File: config.mk
export PLATFORM = sky130hd
export DESIGN_NAME = button_event_decoder
export DESIGN_NICKNAME = d
export VERILOG_FILES = /design/src/rtl/button_event_pkg.sv /design/src/rtl/edge_pulse.sv /design/src/rtl/button_event_decoder.sv
export SDC_FILE = /design/constraint.sdc
export NUM_CORES = 1
export LEC_CHECK = 0
export ABC_AREA = 1
export BUFFER_PORTS_ARGS = -buffer_cell sky130_fd_sc_hd__buf_2
export CORE_MARGIN = 2
export CORE_UTILIZATION = 31
export DETAILED_ROUTE_END_ITERATION = 7
export SYNTH_ARGS = -nofsm -noshare
export SYNTH_HDL_FRONTEND = slang
export SYNTH_SLANG_ARGS = --single-unit
export TNS_END_PERCENT = 30
File: constraint.sdc
create_clock -name clk -period 1.45 [get_ports clk]
set_clock_uncertainty 0.1 [all_clocks]
set_input_delay 0.145 -clock clk [delete_from_list [all_inputs] [get_ports clk]]
set_output_delay 0.145 -clock clk [all_outputs]
set_load 0.02 [all_outputs]
File: src/rtl/button_event_pkg.sv
// Shared types and defaults for the button event decoder.
// The walk hold-off window is only compiled in when WALK_HOLDOFF_EN is defined.
package button_event_pkg;

    typedef enum logic [1:0] {
        IDLE    = 2'd0,
        PENDING = 2'd1,
        HOLDOFF = 2'd2
    } walk_state_t;

    localparam int HOLDOFF_CYCLES_DEF = 16;
    localparam int CNT_W_DEF          = 8;

    // Wide enough to hold the load value itself, not just values below it.
    function automatic int holdoff_cnt_w(input int cycles);
        return $clog2(cycles + 1);
    endfunction

endpackage

File: src/rtl/edge_pulse.sv
// Rising-edge detector for one debounced button level: combinational event
// for local consumers plus a registered one-cycle pulse.
module edge_pulse (
    input  logic clk,
    input  logic rst_n,
    input  logic level,
    output logic edge_evt,
    output logic pulse
);

    logic prev;

    // prev resets high so a button held through reset produces no event.
    assign edge_evt = level & ~prev;

    always_ff @(posedge clk or negedge rst_n) begin
        if (!rst_n) begin
            prev  <= 1'b1;
            pulse <= 1'b0;
        end else begin
            prev  <= level;
            pulse <= edge_evt;
        end
    end

endmodule

File: src/rtl/button_event_decoder.sv
// Button events for the traffic controller: reset/reprogram pulses and a latched walk request.
// Optional walk hold-off after acknowledge is enabled with `define WALK_HOLDOFF_EN.
//
// state   | meaning
// IDLE    | no walk request outstanding, presses accepted
// PENDING | walk request latched, waiting for walk_ack
// HOLDOFF | post-ack window, presses ignored (WALK_HOLDOFF_EN only)
module button_event_decoder
    import button_event_pkg::*;
#(
    parameter int HOLDOFF_CYCLES = HOLDOFF_CYCLES_DEF,
    parameter int CNT_W          = CNT_W_DEF
) (
    input  logic             clk,
    input  logic             sys_reset,
    input  logic             reset_db_in,
    input  logic             walkRequest_db_in,
    input  logic             reprogram_db_in,
    input  logic             walk_ack,
    output logic             reset_pulse,
    output logic             reprogram_pulse,
    output logic             walk_pending,
    output logic [CNT_W-1:0] walk_count
);

    if (HOLDOFF_CYCLES < 1) begin : g_bad_holdoff
        $error("HOLDOFF_CYCLES must be >= 1");
    end

    logic reset_evt;
    logic walk_evt;
    logic reprogram_evt_unused;
    logic walk_pulse_unused;

    edge_pulse u_reset_edge (
        .clk      (clk),
        .rst_n    (sys_reset),
        .level    (reset_db_in),
        .edge_evt (reset_evt),
        .pulse    (reset_pulse)
    );

    edge_pulse u_walk_edge (
        .clk      (clk),
        .rst_n    (sys_reset),
        .level    (walkRequest_db_in),
        .edge_evt (walk_evt),
        .pulse    (walk_pulse_unused)
    );

    edge_pulse u_reprogram_edge (
        .clk      (clk),
        .rst_n    (sys_reset),
        .level    (reprogram_db_in),
        .edge_evt (reprogram_evt_unused),
        .pulse    (reprogram_pulse)
    );

    walk_state_t state;

`ifdef WALK_HOLDOFF_EN
    localparam int              HOLD_W    = holdoff_cnt_w(HOLDOFF_CYCLES);
    localparam logic [HOLD_W-1:0] HOLD_LOAD = HOLD_W'(HOLDOFF_CYCLES);

    logic [HOLD_W-1:0] hold_cnt;

    always_ff @(posedge clk or negedge sys_reset) begin
        if (!sys_reset) begin
            state        <= IDLE;
            walk_pending <= 1'b0;
            walk_count   <= '0;
            hold_cnt     <= '0;
        end else if (reset_evt) begin
            // Reset button overrides any walk activity but keeps the press tally.
            state        <= IDLE;
            walk_pending <= 1'b0;
            hold_cnt     <= '0;
        end else begin
            case (state)
                IDLE: begin
                    if (walk_evt) begin
                        state        <= PENDING;
                        walk_pending <= 1'b1;
                        if (walk_count != '1) walk_count <= walk_count + 1'b1;
                    end
                end
                PENDING: begin
                    if (walk_ack) begin
                        state        <= HOLDOFF;
                        walk_pending <= 1'b0;
                        hold_cnt     <= HOLD_LOAD;
                    end
                end
                HOLDOFF: begin
                    if (hold_cnt <= HOLD_W'(1)) begin
                        state    <= IDLE;
                        hold_cnt <= '0;
                    end else begin
                        hold_cnt <= hold_cnt - 1'b1;
                    end
                end
                default: begin
                    state        <= IDLE;
                    walk_pending <= 1'b0;
                    hold_cnt     <= '0;
                end
            endcase
        end
    end
`else
    always_ff @(posedge clk or negedge sys_reset) begin
        if (!sys_reset) begin
            state        <= IDLE;
            walk_pending <= 1'b0;
            walk_count   <= '0;
        end else if (reset_evt) begin
            state        <= IDLE;
            walk_pending <= 1'b0;
        end else begin
            case (state)
                IDLE: begin
                    if (walk_evt) begin
                        state        <= PENDING;
                        walk_pending <= 1'b1;
                        if (walk_count != '1) walk_count <= walk_count + 1'b1;
                    end
                end
                PENDING: begin
                    // A press coinciding with the ack is dropped, not re-latched.
                    if (walk_ack) begin
                        state        <= IDLE;
                        walk_pending <= 1'b0;
                    end
                end
                default: begin
                    state        <= IDLE;
                    walk_pending <= 1'b0;
                end
            endcase
        end
    end
`endif

endmodule

## Word level (Yosys, flattened, before mapping)

Cells that the tools add are included.

- $add $sub $neg: 1
- Eq/ne operators: 4
- Bitwise operators: 7
- Reduce and logical (&&, ||, !) cells: 3
- Mux-type cells: 8

Operator list:

| kind | number |
|---|---|
| $add 8x1->8 const B | 1 |
| $ne 8x8->1 const B | 1 |
| $mux 2 | 3 |
| $not 1->1 | 4 |
| $pmux 2 s2 | 1 |
| $reduce_and 4->1 | 1 |
| $and 1x1->1 | 3 |
| $mux 1 | 3 |
| $ne 3x1->1 const B | 1 |
| $ne 3x2->1 const B | 1 |
| $eq 2x1->1 const B | 1 |
| $logic_not 2->1 | 1 |
| $pmux 1 s2 | 1 |
| $reduce_and 2->1 | 1 |

- Register bits: 16
- Input port bits: 6
- Output and inout bits: 11

## Longest topological paths before layout

- Word-level depth: 5
- Mapped depth: 8
- Gate-level depth less buffers: 8

## Cells and area by module

A second synthesis with hierarchy kept.

- Cells, all modules: 84
- Area, all modules: 732.0 um^2

Modules (own cells, without submodules):

| module | times used | area each (um^2) | cells each |
|---|---|---|---|
| button_event_decoder | 1 | 548.0 | 72 |
| edge_pulse | 3 | 61.3 | 4 |

## Least setup slack after synthesis

Ideal clock, no wire load.

- Path kind: register to register
- Start point: register walk_count[1]
- End point: register walk_count[7]
- Arrival time: 1218 ps
- Data required time: 1233 ps
- Path slack: 16 ps
- Stages on the path, launching flop included: 9
- Setup time: 117 ps
- Buffers on the path: 0
- Path through: dfrtp_1 ha_1 nand3_2 clkinv_1 nand2_2 nand2_4 inv_4 nand2_2 nand2_1

- Word-level cells in the longest chain between the ends: 2
- Elaborated cells between the ends (all ways): 3

Ends and longest elaborated chain:

| what | line | source |
|---|---|---|
| start: declaration | button_event_decoder.sv:23 | `output logic [CNT_W-1:0] walk_count` |
| start signal: assignment | button_event_decoder.sv:125 | `if (walk_count != '1) walk_count <= walk_count + 1'b1;` |
| parallel branches: the longest is 2 deep, another holds $add 8x1->8 | -- |  |

Parallel ways; which one is timed is not known.
A chain may end at the register's enable or synchronous reset.

## Worst setup path after layout

- Start point: register walk_count[0]
- End point: register walk_count[4]

The elaborated chain is that of the path after synthesis.

==> impl_results.md <==
* Crit path cell chain: ha_4 > nand3_2 > clkinv_1 > nand2_2 > nand2_4 > inv_4 > nand2_1 > nand2_1
* WP data required at 1.52 ns
* Mean post-synth cell area at 8.18 um2
* Core Region at 2000 um2
* Fin Setup TNS at 0 ns
* Sink Count at 14
* Routed vias at 591
* Run status: finished, final reports clean
* Buf/Inv on CP at 2
* Synth Warn # at 0
* Cells after synthesis at 82
* Reg-to-reg endpoint: walk_count[4]
* Hold Vio Cnt, Final at 0
* Int Pwr at 0.000765 W
* TritonCTS clock tree: yes
* Site Rows at 16
* Layout fillers at 223
* Leak Pwr at 0.457 nW
* Most used cell, CP: nand2_1
* Final Net Count at 117
* Switching Share at 33.7%
* Crit-path leading delay family: flip-flops
* DRT antenna net count at 0
* F_max at 0.728 GHz
* Worst path slowest cell: dfrtp_1
* Vias/cell at 4.35
* Routed len/inst at 9.60 um
* Slew @ Worst Pin at 0.305 ns
* Max Transition Viols Final at 0
* IO buf count at 16
* Register area share after synthesis at 52.8%
* GP Congestion at 0.822
* Psw at 0.000389 W
* Endpoints failing setup at 0
* Worst-path fanout max at 10
* Hold Path Sink: walk_pending
* Remaining Overflow, GRT at 0
* CTS H-tree lvls at 1
* Pin count of the biggest net entering global routing at 15
* Worst vdd ir at 0.000790 V
* First-pass GRT wire length at 2190 um
* Number of max-cap violations at 0
* Number of distinct library cells after synthesis at 17
* P&R area growth vs syn at 33.6%
* Type of the worst min-delay path: primary input to flip-flop
* # diodes at 0
* Clock power frac at 23.8%
* TritonCTS buffer count at 3
* Post-Syn Nets at 89
* Die area at 2550 um2
* Crit-path max cell delay at 0.44 ns
* Placed Cells at 126
* Worst setup EP type: flip-flop
* Final period util at 94.7%
* Register share of total power at 44.9%
* Fin crit period at 1.37 ns
* Clk_lat worst skew at 0.28 ns
* Worst slew margin at 79.7%
* WL final at 1310 um
* Comb pwr share at 31.3%
* R2r worst-path depth at 8
* CP startpoint kind: flip-flop
* Hold path start: walk_ack
* 1st-iter DRT viols at 16
* Fin util at 44.8%
* Final setup margin at 0.0769 ns
* #FFs+latches synth at 14
* PD cells at 1290 nW/um2
* Max Root-Sink Buffers at 2
* I/O pin total at 17
* Hold path cells at 4
* Remaining DRCs at 0
* Vias in the first global route at 526
* Share of layout cells above drive strength 1 at 32.1%
* Worst EP arrival at 1.45 ns
* Die width at 50.5 um
* Placement Setup Slack at 0.0206 ns
* Post-Syn Area at 671 um2
* Hold Slack at 0.0198 ns
* Initial antenna violation count at 0
* Critical path class: flip-flop to flip-flop
* GR Util All Layers at 11.3%
* Root Buffer: clkbuf_4
* Worst reg-to-reg setup slack at 0.08 ns
* DRT Pass-1 Iters at 5
* Layout Cells excl Fill at 136
* Post-DP HPWL at 947 um
* Starting Density at 33.5%
* Crit Reg-Reg Startpoint: walk_count[0]
* Chip height at 50.5 um
* Reg clk slew, reported paths at 0.08 ns
[power groups by stage]
stage	combinational, W	sequential [W]	clock [W]
global route	0.000399	0.000526	0.000306
floorplan	0.000121	0.000580	0
CTS	0.000316	0.000511	0.000288
finish	0.000360	0.000518	0.000275
detailed placement	0.000306	0.000519	0
global placement	0.000303	0.000515	0
[layout by cell type (no fill, tap or decap)]
master and n:
o21ai_0 3, nand3_2 1, xor2_1 1, clkinv_1 1, clkbuf_4 3, ha_4 1, buf_4 3, nor2_2 3
clkbuf_8 1, nand3_1 3, inv_1 7, inv_4 1, nand2_1 34, dfrtp_1 11, nand2_4 1, dlygate4sd3_1 4
o21ai_1 1, nor2_1 7, dfstp_2 3, nand2_2 2, buf_2 16, xnor2_1 2
[area by class of cell]
type	instances	area, um2	area share, %
timing repair buffer	23	143	15.9
sequential	14	354	39.5
tap	27	33.8	3.77
clock buffer	4	36.3	4.05
inverter	9	36.3	4.05
multi-input combinational	59	293	32.7
[worst max path at each step]
| stage | start | end | slack, ns | depth (start not counted) |
|---|---|---|---|---|
| 6_report | walk_count[0] | walk_count[4] | 0.08 | 8 |
| 5_1_grt | walk_count[0] | walk_count[4] | -0.0005 | 8 |
| 4_1_cts | walk_count[0] | walk_count[4] | 0.003 | 8 |
| 3_5_place_dp | walk_count[0] | walk_count[4] | 0.02 | 8 |
| 3_3_place_gp | walk_count[0] | walk_count[1] | 0.09 | 8 |
| 2_1_floorplan | walk_count[1] | walk_count[7] | 0.02 | 8 |
[cells in the mapped netlist]
library cell,number,area share (%)
nor2_1,7,3.9
nor2_2,3,2.8
nand3_2,1,1.5
nand2_1,34,19
nand2_4,1,1.7
nand3_1,3,2.2
ha_1,1,1.9
xor2_1,1,1.3
o21ai_0,3,2.2
o21ai_1,1,0.75
clkinv_1,1,0.56
inv_4,1,0.93
dfstp_2,3,12
dfrtp_1,11,41
inv_1,7,3.9
xnor2_1,2,2.6
nand2_2,2,1.9
[metal layers]
| metal | track usage, % | part of all wire, % | up-vias |
|---|---|---|---|
| met5 | 0 | 0 | - |
| met4 | 2.70 | 0.69 | 0 |
| met3 | 4.46 | 7.4 | 2 |
| met2 | 18.2 | 43 | 17 |
| met1 | 14.2 | 49 | 268 |
| li1 | - | - | 304 |
[worst min-delay path, cell delays in order]
cell and delay, ns:
buf_2 0.07, nor2_1 0.03, nand2_1 0.04, o21ai_0 0.07
[sequential cells by signal, indices dropped and copies added (netlist names)]
name,cells
walk_count,8
u_reprogram_edge.prev,1
u_reprogram_edge.pulse,1
u_reset_edge.prev,1
u_reset_edge.pulse,1
u_walk_edge.prev,1
walk_pending,1
[cells by family after synthesis]
| kind of cell | Yosys count | share of synthesized area [%] |
|---|---|---|
| adders and majority gates | 1 | 1.87 |
| buffers and inverters | 9 | 5.41 |
| AOI/OAI and AO/OA | 4 | 2.98 |
| and+or+nand+nor | 51 | 33.0 |
| xor gates and xnor gates | 3 | 3.92 |
| DFF | 14 | 52.8 |
[per-stage QoR]
| step | instance area [um2] | total power, W |
|---|---|---|
| global route | 896 | 0.00123 |
| CTS | 868 | 0.00112 |
| global placement | 792 | 0.000818 |
| finish | 896 | 0.00115 |
| detailed placement | 792 | 0.000825 |
| floorplan | 671 | 0.000701 |
[what timing repair did]
action / 4_1_cts / 5_1_grt
gates resized for setup: 0 / 2
endpoints found under the hold margin: 18 / 0
buffers inserted: 0 / 2
hold buffers: 4 / 0
endpoints found under the setup margin: 0 / 8
Power figures use the tool's default switching activity.
